### src/rtl/cordic_pkg.sv
// Shared types and fixed-point constants for the CORDIC request scheduler.
// Operands are signed fixed point with 15 fraction bits.
package cordic_pkg;

    localparam int W_DEF = 32;
    localparam int Q_ONE = 32768;
    localparam int PI_Q  = 102944;

    typedef enum logic [1:0] {
        S_IDLE,
        S_START,
        S_BUSY,
        S_RESP
    } state_e;

    function automatic int wrap_inc(input int idx, input int n);
        return (idx + 1 >= n) ? 0 : idx + 1;
    endfunction

endpackage

### src/rtl/cordic_sched_if.sv
// Request and response channels between the requesters and the CORDIC scheduler.
// Requester i occupies bits [i*W +: W] of each packed operand bus.
interface cordic_sched_if
    import cordic_pkg::*;
#(
    parameter int NREQ = 2,
    parameter int W    = W_DEF
);
    localparam int IDW = $clog2(NREQ);

    logic [NREQ-1:0]   req_valid;
    logic [NREQ-1:0]   req_ready;
    logic [NREQ-1:0]   req_mode;
    logic [NREQ*W-1:0] req_x;
    logic [NREQ*W-1:0] req_y;
    logic [NREQ*W-1:0] req_z;

    logic              rsp_valid;
    logic              rsp_ready;
    logic [IDW-1:0]    rsp_id;
    logic              rsp_err;
    logic [W-1:0]      rsp_x;
    logic [W-1:0]      rsp_y;
    logic [W-1:0]      rsp_z;

    modport slave (
        input  req_valid, req_mode, req_x, req_y, req_z, rsp_ready,
        output req_ready, rsp_valid, rsp_id, rsp_err, rsp_x, rsp_y, rsp_z
    );

    modport master (
        output req_valid, req_mode, req_x, req_y, req_z, rsp_ready,
        input  req_ready, rsp_valid, rsp_id, rsp_err, rsp_x, rsp_y, rsp_z
    );

endinterface

### src/rtl/cordic_sched_rr_arbiter.sv
// Round-robin arbiter: combinational one-hot grant searched from ptr upward,
// with ptr moving to one past the winner whenever a grant is taken.
module rr_arbiter
    import cordic_pkg::*;
#(
    parameter int NREQ = 2,
    parameter int IDW  = $clog2(NREQ)
) (
    input  logic            clk,
    input  logic            rst,
    input  logic [NREQ-1:0] req_i,
    input  logic            advance_i,
    output logic [NREQ-1:0] grant_o,
    output logic [IDW-1:0]  idx_o
);

    logic [IDW-1:0] ptr_q;
    logic [IDW-1:0] ptr_d;
    logic [IDW-1:0] cand;
    logic           found;

    // NOTE: every variable is given a default before the loop so an empty request vector cannot infer a latch.
    always_comb begin
        grant_o = '0;
        idx_o   = '0;
        cand    = '0;
        found   = 1'b0;
        for (int k = 0; k < NREQ; k++) begin
            cand = IDW'((int'(ptr_q) + k) % NREQ);
            if (!found && req_i[cand]) begin
                found          = 1'b1;
                grant_o[cand]  = 1'b1;
                idx_o          = cand;
            end
        end
    end

    assign ptr_d = IDW'(wrap_inc(int'(idx_o), NREQ));

    // NOTE: state registers use non-blocking assignments so every flop samples pre-edge values.
    always_ff @(posedge clk) begin
        if (rst) begin
            ptr_q <= '0;
        end else if (advance_i) begin
            ptr_q <= ptr_d;
        end
    end

endmodule

### src/rtl/cordic_sched.sv
// Shares one iterative CORDIC core among NREQ requesters: round-robin grant,
// start/done sequencing, watchdog abort and an ID-tagged response channel.
module cordic_sched
    import cordic_pkg::*;
#(
    parameter int NREQ    = 2,
    parameter int W       = W_DEF,
    parameter int TIMEOUT = 64,
    parameter int IDW     = $clog2(NREQ)
) (
    input  logic                 clk,
    input  logic                 rst,
    cordic_sched_if.slave        bus,
    output logic                 cor_start,
    output logic                 cor_mode,
    output logic [W-1:0]         cor_x,
    output logic [W-1:0]         cor_y,
    output logic [W-1:0]         cor_z,
    output logic                 cor_rst,
    input  logic                 cor_done,
    input  logic [W-1:0]         cor_xo,
    input  logic [W-1:0]         cor_yo,
    input  logic [W-1:0]         cor_zo
);

    localparam int WDW = $clog2(TIMEOUT);

    state_e          state_q;
    logic [NREQ-1:0] grant;
    logic [NREQ-1:0] req_ready;
    logic [IDW-1:0]  grant_idx;
    logic            accept;
    logic [W-1:0]    sel_x, sel_y, sel_z;

    logic [IDW-1:0]  id_q;
    logic            mode_q, start_q, abort_q;
    logic [W-1:0]    op_x_q, op_y_q, op_z_q;
    logic [WDW-1:0]  wd_q;
    logic            rsp_valid_q, rsp_err_q;
    logic [W-1:0]    rsp_x_q, rsp_y_q, rsp_z_q;

    rr_arbiter #(.NREQ(NREQ), .IDW(IDW)) u_arb (
        .clk       (clk),
        .rst       (rst),
        .req_i     (bus.req_valid),
        .advance_i (accept),
        .grant_o   (grant),
        .idx_o     (grant_idx)
    );

    // Grants are only offered in IDLE, so the response handshake cycle never overlaps a new accept.
    assign req_ready     = (state_q == S_IDLE && !rst) ? grant : '0;
    assign accept        = |req_ready;
    assign bus.req_ready = req_ready;

    assign sel_x = bus.req_x[int'(grant_idx)*W +: W];
    assign sel_y = bus.req_y[int'(grant_idx)*W +: W];
    assign sel_z = bus.req_z[int'(grant_idx)*W +: W];

    always_ff @(posedge clk) begin
        if (rst) begin
            state_q     <= S_IDLE;
            id_q        <= '0;
            mode_q      <= 1'b0;
            op_x_q      <= '0;
            op_y_q      <= '0;
            op_z_q      <= '0;
            start_q     <= 1'b0;
            abort_q     <= 1'b0;
            wd_q        <= '0;
            rsp_valid_q <= 1'b0;
            rsp_err_q   <= 1'b0;
            rsp_x_q     <= '0;
            rsp_y_q     <= '0;
            rsp_z_q     <= '0;
        end else begin
            start_q <= 1'b0;
            abort_q <= 1'b0;
            case (state_q)
                S_IDLE: begin
                    if (accept) begin
                        id_q    <= grant_idx;
                        mode_q  <= bus.req_mode[grant_idx];
                        op_x_q  <= sel_x;
                        op_y_q  <= sel_y;
                        op_z_q  <= sel_z;
                        start_q <= 1'b1;
                        state_q <= S_START;
                    end
                end
                S_START: begin
                    wd_q    <= '0;
                    state_q <= S_BUSY;
                end
                S_BUSY: begin
                    // A done arriving on the last watchdog cycle still counts as success.
                    if (cor_done) begin
                        rsp_x_q     <= cor_xo;
                        rsp_y_q     <= cor_yo;
                        rsp_z_q     <= cor_zo;
                        rsp_err_q   <= 1'b0;
                        rsp_valid_q <= 1'b1;
                        state_q     <= S_RESP;
                    end else if (wd_q == WDW'(TIMEOUT - 1)) begin
                        rsp_x_q     <= '0;
                        rsp_y_q     <= '0;
                        rsp_z_q     <= '0;
                        rsp_err_q   <= 1'b1;
                        rsp_valid_q <= 1'b1;
                        abort_q     <= 1'b1;
                        state_q     <= S_RESP;
                    end else begin
                        wd_q <= wd_q + 1'b1;
                    end
                end
                S_RESP: begin
                    if (bus.rsp_ready) begin
                        rsp_valid_q <= 1'b0;
                        state_q     <= S_IDLE;
                    end
                end
                default: state_q <= S_IDLE;
            endcase
        end
    end

    assign cor_start     = start_q;
    assign cor_mode      = mode_q;
    assign cor_x         = op_x_q;
    assign cor_y         = op_y_q;
    assign cor_z         = op_z_q;
    assign cor_rst       = rst | abort_q;

    assign bus.rsp_valid = rsp_valid_q;
    assign bus.rsp_id    = id_q;
    assign bus.rsp_err   = rsp_err_q;
    assign bus.rsp_x     = rsp_x_q;
    assign bus.rsp_y     = rsp_y_q;
    assign bus.rsp_z     = rsp_z_q;

endmodule

### src/flat_wrapper.sv
// flat-port wrapper written by rule: the top's interface ports become plain ports
module cordic_sched_flat import cordic_pkg::*;
#(
    parameter int NREQ    = 2,
    parameter int W       = W_DEF,
    parameter int TIMEOUT = 64,
    parameter int IDW     = $clog2(NREQ)
)
  (clk, rst, cor_start, cor_mode, cor_x, cor_y, cor_z, cor_rst, cor_done, cor_xo, cor_yo, cor_zo, bus_req_valid, bus_req_mode, bus_req_x, bus_req_y, bus_req_z, bus_rsp_ready, bus_req_ready, bus_rsp_valid, bus_rsp_id, bus_rsp_err, bus_rsp_x, bus_rsp_y, bus_rsp_z);
  cordic_sched_if #(.NREQ(NREQ), .W(W)) bus_i ();
  input  logic clk;
  input  logic rst;
  output logic cor_start;
  output logic cor_mode;
  output logic [W-1:0] cor_x;
  output logic [W-1:0] cor_y;
  output logic [W-1:0] cor_z;
  output logic cor_rst;
  input  logic cor_done;
  input  logic [W-1:0] cor_xo;
  input  logic [W-1:0] cor_yo;
  input  logic [W-1:0] cor_zo;
  input wire logic [$bits(bus_i.req_valid)-1:0] bus_req_valid;
  input wire logic [$bits(bus_i.req_mode)-1:0] bus_req_mode;
  input wire logic [$bits(bus_i.req_x)-1:0] bus_req_x;
  input wire logic [$bits(bus_i.req_y)-1:0] bus_req_y;
  input wire logic [$bits(bus_i.req_z)-1:0] bus_req_z;
  input wire logic [$bits(bus_i.rsp_ready)-1:0] bus_rsp_ready;
  output wire logic [$bits(bus_i.req_ready)-1:0] bus_req_ready;
  output wire logic [$bits(bus_i.rsp_valid)-1:0] bus_rsp_valid;
  output wire logic [$bits(bus_i.rsp_id)-1:0] bus_rsp_id;
  output wire logic [$bits(bus_i.rsp_err)-1:0] bus_rsp_err;
  output wire logic [$bits(bus_i.rsp_x)-1:0] bus_rsp_x;
  output wire logic [$bits(bus_i.rsp_y)-1:0] bus_rsp_y;
  output wire logic [$bits(bus_i.rsp_z)-1:0] bus_rsp_z;
  assign bus_i.req_valid = bus_req_valid;
  assign bus_i.req_mode = bus_req_mode;
  assign bus_i.req_x = bus_req_x;
  assign bus_i.req_y = bus_req_y;
  assign bus_i.req_z = bus_req_z;
  assign bus_i.rsp_ready = bus_rsp_ready;
  assign bus_req_ready = bus_i.req_ready;
  assign bus_rsp_valid = bus_i.rsp_valid;
  assign bus_rsp_id = bus_i.rsp_id;
  assign bus_rsp_err = bus_i.rsp_err;
  assign bus_rsp_x = bus_i.rsp_x;
  assign bus_rsp_y = bus_i.rsp_y;
  assign bus_rsp_z = bus_i.rsp_z;
  cordic_sched #(.NREQ(NREQ), .W(W), .TIMEOUT(TIMEOUT), .IDW(IDW)) u_core (.clk(clk), .rst(rst), .bus(bus_i), .cor_start(cor_start), .cor_mode(cor_mode), .cor_x(cor_x), .cor_y(cor_y), .cor_z(cor_z), .cor_rst(cor_rst), .cor_done(cor_done), .cor_xo(cor_xo), .cor_yo(cor_yo), .cor_zo(cor_zo));
endmodule
### config.mk
export PLATFORM = sky130hd
export DESIGN_NAME = cordic_sched_flat
export DESIGN_NICKNAME = d
export VERILOG_FILES = /design/src/rtl/cordic_pkg.sv /design/src/rtl/cordic_sched_if.sv /design/src/rtl/cordic_sched_rr_arbiter.sv /design/src/rtl/cordic_sched.sv /design/src/flat_wrapper.sv
export SDC_FILE = /design/constraint.sdc
export NUM_CORES = 1
export LEC_CHECK = 0
export CAP_MARGIN = 20
export CORE_AREA = 2 2 193 195
export CTS_CLUSTER_DIAMETER = 50
export DETAILED_ROUTE_END_ITERATION = 12
export DIE_AREA = 0 0 195 197
export PLACE_DENSITY = 0.59
export SYNTH_ARGS = -nofsm -noshare
export SYNTH_HDL_FRONTEND = slang
export SYNTH_SLANG_ARGS = --single-unit
### constraint.sdc
create_clock -name clk -period 2 [get_ports clk]
set_clock_uncertainty 0.1 [all_clocks]
set_input_delay 0.6 -clock clk [delete_from_list [all_inputs] [get_ports clk]]
set_output_delay 0.6 -clock clk [all_outputs]
set_load 0.1 [all_outputs]
==> qor.txt, run 1 <==
status = finished with violations
failing checks = setup timing
final setup vio count = 2
Metal-1 WL = 11.50 mm
hold-fix buffers at CTS = 0
initial antenna violation count = 1
post-synthesis mux area share = 0.08157
fin util = 0.4552
met3 wire len = 2.309 mm
compound-cell area share of the yosys netlist = 0.2426
DR pass1 iterations = 6
post-synthesis xor/xnor area fraction = 0.001151
vias in the first global route = 7815
area post-placement = 0.01533 mm²
Worst Path Required = 1.30 ns
core area = 0.03626 mm²
Net Sw Frac = 0.4341
Die Area = 0.03842 mm²
largest net degree at the start of global routing = 54
CP startpoint kind = register
Final Cell Area = 0.01650 mm²
max frequency = 420.4 MHz
Cells after Synth = 696
GPL Wtd Cong = 0.7996
synthesized flop and latch total = 207
Simple-Gate Fraction of Synth Area = 0.07038
P_int = 12.31 mW
Cell Area, Synth = 0.007609 mm²
Crit Path Category = register to output pin
largest family of logic cells by synthesized area = compound AO/OA/AOI/OAI gates
pwr/cell area = 1318 mW/mm²
Clk pwr share = 0.248
slew of the pin with the lowest slew margin = 0.6429 ns
EDFF count, synth = 0
Global Route Usage Sum = 0.1492
Clk Tree Root Cell = clkbuf_16
met2 wire len = 15.74 mm
Slew Limit Fails = 0
Core Rows = 70
via count = 7658
P&R area growth vs syn = 116.9%
Gate power share = 0.493
top sig layer = met4
most common flop cell mapped by yosys = dfxtp_1
syn_area_per_cell = 10.93 µm²
critical path fanouts, max = 3
fin crit share = 1.189
chip height = 197 µm
Layout Nets = 1514
I/O pins = 496
Synth warnings = 0
via/cell ratio = 4.491
htree depth = 1
Worst setup EP type = output pin
Worst-Skew Late Latency = 0.55 ns
Congestion Overflow GR = 0
DR iter-0 viols = 422
detailed-route DRC error count = 0
switching pwr = 9.444 mW
Leak = 6.601 nW
Setup WS pre-CTS = -0.4970 ns
share of layout cells above drive strength 1 = 0.2613
worst vdd ir = 687.1 µV
Worst EP arrival = 1.68 ns
Synth Area in Adders = 0.009867
Max clock buf depth = 3
ys async rst share = 0
worst reg-to-reg setup slack = 0.08 ns
Worst Hold Class = register to register
Final WS setup = -0.3785 ns
starting density of the core = 0.2098
maxcap violations = 0
max_slew headroom = 0.5714
final WL = 30.49 mm
RSZ-0062 raised after global routing = true
total CTS buffers = 31
minimum clock period after layout = 2.379 ns
Reg power frac = 0.259
I/O Buffers = 495
Reg clk slew, reported paths = 0.05 ns
sequential fraction of the synthesis area = 0.5446
CTS tree = built
Die Wd = 195 µm
post-route ant nets = 0
Yosys cell types = 40
Final Hold Viols = 0
Clock Sinks = 207
syn nets = 998
worst hold slack = 0.4077 ns
global-route wire length before repair = 45.11 mm
hpwl dp = 23.32 mm
Routed WL per cell = 17.88 µm
## through the flow
step / TNS, ns / std cells / power [mW]
after floorplan: 0 / 696 / 11.83
after global routing: -0.8860 / 1705 / 22.52
final: -0.7406 / 1705 / 21.76
after global placement: -50.46 / 1639 / 16.28
after detailed placement: -55.89 / 1639 / 16.36
after CTS: -0.8716 / 1702 / 21.99
## cells in the final DEF, fill, tap and decap left out, types with 3 or more instances in the layout
cell,n
nand2_1,7
inv_2,4
bufinv_16,3
nand2b_1,4
clkbuf_8,4
clkdlybuf4s50_1,292
buf_12,213
clkinv_2,3
ha_1,4
nand3_1,4
buf_4,40
a21oi_1,7
nor2_1,99
mux2i_1,62
clkinvlp_4,6
clkbuf_16,31
a222oi_1,37
dfxtp_1,205
a22o_1,96
a211oi_1,64
clkbuf_1,7
## cells in the mapped netlist, types with 4 or more instances
master    count  area share
inv_1         5      0.0025
dfxtp_1     207        0.54
a22o_1       96        0.11
buf_6         5      0.0074
nand3_1       4      0.0026
nand2_1       7      0.0035
nand2b_1      5      0.0041
ha_1          6      0.0099
clkbuf_1     23       0.011
buf_4        10      0.0099
a211oi_1     65       0.064
a222oi_1     37       0.049
mux2i_1      62       0.082
buf_2        27       0.018
nor2_1       99       0.049
a21oi_1       7      0.0046
## cell families (layout without fill, tap and decap cells)
logic type / after synthesis / in the layout
DFF: 207 / 207
AOI/OAI and AO/OA: 220 / 220
muxes: 62 / 62
adders and majority gates: 6 / 6
and+or+nand+nor: 128 / 128
buffers and inverters: 72 / 612
xor gates and xnor gates: 1 / 1
other: 0 / 1
## critical path, cell delays in order, from the launching register on
cell and delay [ns]:
dfxtp_2 0.32, inv_2 0.07, ha_4 0.16, nor2b_4 0.15, o211a_1 0.22, buf_12 0.19
## state kept, by name, indices dropped and copies added, names as in the netlist
register,count
u_core.abort_q,1
u_core.bus.rsp_err,1
u_core.bus.rsp_id,1
u_core.bus.rsp_valid,1
u_core.bus.rsp_x,32
u_core.bus.rsp_y,32
u_core.bus.rsp_z,32
u_core.cor_mode,1
u_core.cor_start,1
u_core.cor_x,32
u_core.cor_y,32
u_core.cor_z,32
u_core.state_q,2
u_core.u_arb.ptr_q,1
u_core.wd_q,6
## power groups by stage
stage               clock network (mW)  logic (mW)  registers [mW]
finish                            5.40        10.7            5.63
detailed placement                   0        10.7            5.71
CTS                               5.60        10.8            5.63
global route                      5.74        11.1            5.71
floorplan                            0        1.54            10.3
global placement                     0        10.6            5.68
## metal layers
layer | up-vias | global-route usage
li1 | 3690 | -
met1 | 3582 | 0.1679
met2 | 329 | 0.2696
met3 | 57 | 0.04363
met4 | 0 | 0.04976
met5 | - | 0
## what timing repair did
| action | 4_1_cts | 5_1_grt |
|---|---|---|
| setup endpoints to repair | 30 | 38 |
| gates resized for setup | 10 | 10 |
| gates cloned | 0 | 0 |
| buffers inserted | 6 | 2 |
| pin swaps | 3 | 4 |
## path summary, 6_finish.rpt
kind,from,to,depth (start not counted)
worst max-delay path,u_core.state_q[0]$_SDFFE_PP0P_,bus_req_ready[1],5
worst min-delay path,u_core.wd_q[1]$_SDFFE_PP0P_,u_core.wd_q[1]$_SDFFE_PP0P_,2
worst max register to register,u_core.state_q[0]$_SDFFE_PP0P_,u_core.cor_z[5]$_SDFFE_PP0P_,9
worst min register to register,u_core.wd_q[1]$_SDFFE_PP0P_,u_core.wd_q[1]$_SDFFE_PP0P_,2
## layout make-up
class                      count  area [µm²]
antenna                        1       2.502
clock buffer                  42       857.1
clock inverter                15       182.7
fill                        3296       19760
inverter                       6       23.77
multi-input combinational    417        3172
sequential                   207        4146
tap                          468       585.6
timing repair buffer         549        7535
(Power assumes the default switching activity.)
==> run 2: changes to the inputs <==
- ABC_AREA: default -> 1
- CORE_AREA: 2 2 193 195 -> 2 2 191 193
- DIE_AREA: 0 0 195 197 -> 0 0 193 195
- PLACE_DENSITY: 0.59 -> 0.62
- clock period: 2 -> 3.1 ns (I/O delays scaled with it)
==> qor.txt, run 2 <==
status = finished clean
Worst setup EP type = output pin
met3 wire len = 3.315 mm (+44%)
Congestion Overflow GR = 0 (unchanged)
Cells after Synth = 1025 (+47%)
critical path fanouts, max = 3 (unchanged)
DR pass1 iterations = 4 (-2)
Fin Setup TNS = 0 ns (+0.7406 ns)
via/cell ratio = 4.506 (+0.33%)
core area = 0.03540 mm² (-2.4%)
Synth warnings = 0 (unchanged)
hpwl dp = 22.98 mm (-1.4%)
htree depth = 1 (unchanged)
top sig layer = met4
Core Rows = 69 (-1.4%)
vias in the first global route = 8611 (+10%)
I/O Buffers = 495 (unchanged)
Crit Path Category = input port to output pin
top cell type's share of synthesized area = 0.5024 (-0.04222)
Clock Sinks = 207 (unchanged)
Metal-1 WL = 12.14 mm (+5.5%)
EDFF count, synth = 0 (unchanged)
leading cell type by number of instances after synthesis = nand2_1
via count = 8882 (+16%)
most frequent cells in the layout = 307 x nand2_1, 293 x clkdlybuf4s50_1, 214 x buf_4
synth top area cells = dfxtp_1 50%, nand2_1 14%, a21oi_1 8.7%, nand3_1 8.1%, o211a_1 7.3%
Yosys cell types = 25 (-38%)
final WL = 31.48 mm (+3.2%)
Reg power frac = 0.266 (+0.007)
total CTS buffers = 29 (-6.5%)
max_slew headroom = 0.4652 (-0.1062)
chip height = 195 µm (-1.0%)
hold-fix buffers at CTS = 0 (unchanged)
Worst Path Buf+Inv = 4 (+2)
CP startpoint kind = input port
I/O pins = 496 (unchanged)
slew of the pin with the lowest slew margin = 0.8021 ns (+0.1593 ns)
GPL Wtd Cong = 0.7972 (-0.30%)
Slowest-stage cell, CP = clkdlybuf4s50_1
worst r2r path cells = 9 (unchanged)
syn_area_per_cell = 8.047 µm² (-26%)
starting density of the core = 0.2330 (+0.02318)
DR iter-0 viols = 287 (-32%)
Worst EP arrival = 1.95 ns (+0.27 ns)
P&R area growth vs syn = 72.19%
synthesized flop and latch total = 207 (unchanged)
most common cell after layout, fill and taps aside = nand2_1
Cell Area, Synth = 0.008248 mm² (+8.4%)
worst vdd ir = 668.9 µV (-2.6%)
Global Route Usage Sum = 0.1558 (+0.006543)
worst-path cell chain = clkdlybuf4s50_1 -> inv_2 -> nand2_2 -> nand2_2 -> nand2_4 -> inv_2 -> buf_12
global-route wire length before repair = 46.89 mm (+3.9%)
Die Area = 0.03764 mm² (-2.0%)
Cells on Worst Hold Path = 2 (unchanged)
Worst-Skew Late Latency = 0.55 ns (about the same)
Layout Nets = 1790 (+18%)
Worst Hold Class = register to register
Net Sw Frac = 0.4612 (+0.02710)
Synth area leader = dfxtp_1
ys async rst share = 0 (unchanged)
fin crit share = 0.9606
P_int = 6.756 mW (-45%)
Gate power share = 0.457 (-0.036)
detailed-route DRC error count = 0 (unchanged)
Slew Limit Fails = 0 (unchanged)
CTS tree = built
top cells by count, synth = 307 x nand2_1, 207 x dfxtp_1, 143 x a21oi_1, 134 x nand3_1, 60 x o211a_1
initial antenna violation count = 1 (unchanged)
Final Cell Area = 0.01420 mm² (-14%)
final setup vio count = 0 (-2)
pwr/cell area = 882.9 mW/mm² (-33%)
syn nets = 1327 (+33%)
share of layout cells above drive strength 1 = 0.1907 (-0.07060)
max frequency = 335.8 MHz
maxcap violations = 0 (unchanged)
Clk Tree Root Cell = clkbuf_16
Routed WL per cell = 15.97 µm (-11%)
family with the most delay on the worst path = buffers and inverters
Final WS setup = 0.1223 ns (+0.5008 ns)
Die Wd = 193 µm (-1.0%)
Crit path depth = 7 (+2)
switching pwr = 5.783 mW (-39%)
most common flop cell mapped by yosys = dfxtp_1
Worst Path Required = 2.07 ns (+0.77 ns)
Max clock buf depth = 3 (unchanged)
minimum clock period after layout = 2.978 ns
Reg clk slew, reported paths = 0.06 ns (about the same)
area post-placement = 0.01318 mm² (-14%)
post-route ant nets = 0 (unchanged)
# diodes = 0 (-1)
Leak = 6.102 nW (-7.6%)
Clk pwr share = 0.278 (+0.030)
met2 wire len = 14.67 mm (-6.8%)
sequential fraction of the synthesis area = 0.5024 (-0.04222)
Setup WS pre-CTS = 0.01403 ns (+0.5111 ns)
Final Hold Viols = 0 (unchanged)
largest net degree at the start of global routing = 98 (+81%)
max incr delay on CP = 0.48 ns (+0.16 ns)
RSZ-0062 raised after global routing = false
[run 2: kinds of logic (layout without fill, tap and decap cells)]
group / count (synthesis) / after routing / share of synthesized area
buffers and inverters: 103 / 588 / 0.05522
and+or+nand+nor: 464 / 464 / 0.2353
adders and majority gates: 6 / 6 / 0.009102
AOI/OAI and AO/OA: 245 / 245 / 0.1980
DFF: 207 / 207 / 0.5024
[run 2: layout make-up]
class / count / area, µm²
clock buffers: 35 / 778.2
clock inverters: 18 / 241.5
fillers: 3622 / 21190
inverters: 18 / 68.82
multi-input cells: 715 / 3661
flip-flops and latches: 207 / 4144
well taps: 461 / 576.8
repair buffers: 517 / 4732
[run 2: worst paths after layout]
path,to,start,slack [ns]
setup / recovery,bus_req_ready[1],bus_req_valid[0],0.12
hold / removal,u_core.bus.rsp_z[0]$_SDFFE_PP0P_,u_core.bus.rsp_z[0]$_SDFFE_PP0P_,0.36
setup reg to reg,u_core.cor_x[0]$_SDFFE_PP0P_,u_core.state_q[0]$_SDFFE_PP0P_,0.89
hold reg to reg,u_core.bus.rsp_z[0]$_SDFFE_PP0P_,u_core.bus.rsp_z[0]$_SDFFE_PP0P_,0.36
[run 2: routing by layer]
layer / track usage / vias up
li1: - / 4423
met1: 0.1739 / 3989
met2: 0.2689 / 396
met3: 0.05284 / 74
met4: 0.06453 / 0
met5: 0 / -
[run 2: timing repair]
item / in CTS / in global routing
resized for setup: 0 / 1
buffers inserted: 0 / 0
endpoints found under the setup margin: 0 / 1
[run 2: worst reg2reg max path, stage by stage (launching register included)]
cell	delay, ns
dfxtp_1	0.34
inv_1	0.12
ha_1	0.33
inv_1	0.09
nor2_2	0.18
nand3_1	0.20
nand2_4	0.17
buf_12	0.26
nand3_1	0.19
o211a_1	0.13
[run 2: power groups by stage]
stage	logic, mW	registers, mW	clock network [mW]
5_1_grt	6.02	3.38	3.70
3_5_place_dp	5.77	3.38	0
6_report	5.73	3.33	3.48
2_1_floorplan	1.34	6.26	0
4_1_cts	5.77	3.33	3.58
3_3_place_gp	5.74	3.37	0
[run 2: stage by stage]
step	hold slack [ns]	power, mW	util	instances
floorplan	0.3475	7.598	-	1025
global placement	0.3487	9.104	0.3724	1918
detailed placement	0.3542	9.147	0.3724	1918
CTS	0.3632	12.69	0.4012	1971
global route	0.3743	13.10	0.4012	1971
finish	0.3592	12.54	0.4012	1971
==> run 3: changes to the inputs <==
- CORE_AREA: 2 2 191 193 -> 2 2 190 192
- DIE_AREA: 0 0 193 195 -> 0 0 192 194
- PLACE_DENSITY: 0.62 -> 0.63
- clock period: 3.1 -> 3.4 ns (I/O delays scaled with it)
==> qor.txt, run 3 (same netlist as run 2, synthesis figures left out) <==
status = finished clean
pwr/cell area = 794.8 mW/mm² (-10%)
largest net degree at the start of global routing = 100 (+2.0%)
DR iter-0 viols = 337 (+17%)
CP most frequent cell = nand2_2
DR pass1 iterations = 4 (unchanged)
switching pwr = 5.316 mW (-8.1%)
Reg power frac = 0.270 (+0.004)
slew of the pin with the lowest slew margin = 0.7848 ns (-0.01738 ns)
most frequent cells in the layout = 307 x nand2_1, 294 x clkdlybuf4s50_1, 217 x buf_4
Global Route Usage Sum = 0.1572 (+0.001428)
Clk Tree Root Cell = clkbuf_16
final WL = 31.46 mm (about the same)
max frequency = 311.0 MHz
Final WS setup = 0.1843 ns (+0.06207 ns)
Filler cells = 3583 (-1.1%)
hold-fix buffers at CTS = 0 (unchanged)
hpwl dp = 23.11 mm (+0.53%)
# resized after CTS = 0 (unchanged)
final setup vio count = 0 (unchanged)
Core Rows = 69 (unchanged)
P_int = 5.968 mW (-12%)
share of layout cells above drive strength 1 = 0.1927 (+0.002011)
I/O Buffers = 495 (unchanged)
critical path fanouts, max = 5 (+2)
maxcap violations = 0 (unchanged)
Reg clk slew, reported paths = 0.06 ns (about the same)
Max clock buf depth = 3 (unchanged)
Net Sw Frac = 0.4711 (+0.009924)
Congestion Overflow GR = 0 (unchanged)
Worst Hold Class = register to register
fin crit share = 0.9458
Die Wd = 192 µm (-0.52%)
Fin Setup TNS = 0 ns (unchanged)
Worst setup EP type = output pin
setup bufs post-CTS = 0 (unchanged)
Die Area = 0.03725 mm² (-1.0%)
minimum clock period after layout = 3.216 ns
GPL Wtd Cong = 0.8345 (+4.7%)
I/O pins = 496 (unchanged)
Clock Sinks = 207 (unchanged)
Leak = 6.097 nW (about the same)
chip height = 194 µm (-0.51%)
post-route ant nets = 0 (unchanged)
CTS tree = built
detailed-route DRC error count = 0 (unchanged)
P&R area growth vs syn = 72.12% (about the same)
# diodes = 0 (unchanged)
Slowest-stage cell, CP = clkdlybuf4s50_1
Layout Nets = 1795 (+0.28%)
CP startpoint kind = input port
via/cell ratio = 4.558 (+1.2%)
max incr delay on CP = 0.53 ns (+0.05 ns)
htree depth = 1 (unchanged)
Worst Path Required = 2.28 ns (+0.21 ns)
Worst-Skew Late Latency = 0.55 ns (about the same)
vias in the first global route = 8714 (+1.2%)
Routed WL per cell = 15.92 µm (-0.30%)
max_slew headroom = 0.4768 (+0.01159)
global-route wire length before repair = 46.85 mm (about the same)
core area = 0.03522 mm² (-0.49%)
RSZ-0062 raised after global routing = false
via count = 9007 (+1.4%)
Gate power share = 0.467 (+0.010)
Worst EP arrival = 2.10 ns (+0.15 ns)
initial antenna violation count = 2 (+1)
Clk pwr share = 0.264 (-0.014)
Slew Limit Fails = 0 (unchanged)
Crit Path Category = input port to output pin
Final Hold Viols = 0 (unchanged)
area post-placement = 0.01322 mm² (+0.32%)
worst-path cell chain = clkdlybuf4s50_1 -> nand2_2 -> nand2_2 -> nand2_4 -> inv_2 -> buf_12
most common cell after layout, fill and taps aside = nand2_1
starting density of the core = 0.2342 (+0.001142)
worst vdd ir = 501.9 µV (-25%)
total CTS buffers = 30 (+3.4%)
Setup WS pre-CTS = 0.1774 ns (+0.1634 ns)
Final Cell Area = 0.01420 mm² (about the same)
## run 3: cell types whose count changed in the layout (fill, tap and decap cells not counted), sizes merged
cell           before  now
clkbuf             35   40
clkdlybuf4s50     293  294
clkinv              7    4
inv                20   24
dlymetal6s2s        1    0
bufinv              5    0
buf               223  227
## run 3: power groups by stage
stage                     registers (mW)  clock network (mW)  logic [mW]
after global routing                3.09                3.18        5.53
after floorplan                     5.70                   0        1.22
after global placement              3.08                   0        5.28
final                               3.04                2.98        5.26
after detailed placement            3.09                   0        5.31
after CTS                           3.04                3.07        5.32
## run 3: cell type report
cell class / instances / area, µm² / area share
repair buffers: 521 / 4772 / 0.3362
flip-flops and latches: 207 / 4144 / 0.2919
multi-input cells: 715 / 3661 / 0.2579
clock buffers: 40 / 859.6 / 0.06055
well taps: 461 / 576.8 / 0.04063
clock inverters: 14 / 113.9 / 0.008020
inverters: 18 / 68.82 / 0.004848
## run 3: metrics by stage
step | util | hold slack, ns | power, mW | cells
floorplan | - | 0.3475 | 6.928 | 1025
global placement | 0.3754 | 0.3491 | 8.359 | 1922
detailed placement | 0.3754 | 0.3529 | 8.395 | 1922
CTS | 0.4030 | 0.3617 | 11.43 | 1976
global route | 0.4030 | 0.3782 | 11.80 | 1976
finish | 0.4030 | 0.3590 | 11.28 | 1976
## run 3: final timing paths
check / startpoint / endpoint / slack [ns] / cells past startpoint
worst min-delay path: u_core.bus.rsp_z[14]$_SDFFE_PP0P_ / u_core.bus.rsp_z[14]$_SDFFE_PP0P_ / 0.36 / 2
worst max-delay path: bus_req_valid[1] / bus_req_ready[1] / 0.18 / 6
worst max register to register: u_core.state_q[0]$_SDFFE_PP0P_ / u_core.cor_x[27]$_SDFFE_PP0P_ / 1.09 / 10
worst min register to register: u_core.bus.rsp_z[14]$_SDFFE_PP0P_ / u_core.bus.rsp_z[14]$_SDFFE_PP0P_ / 0.36 / 2
## run 3: critical path: cells and delay by family
kind | cells | cell delay [ns]
and+or+nand+nor | 3 | 0.28
buffers and inverters | 3 | 0.79
## run 3: per-layer routing
layer  vias up  wire length [µm]  track usage
met4         2              1222      0.06361
met3        77              3365      0.05810
met2       398             14990       0.2741
met5         -                13            0
met1      4087             11870       0.1709
li1       4443                 -            -
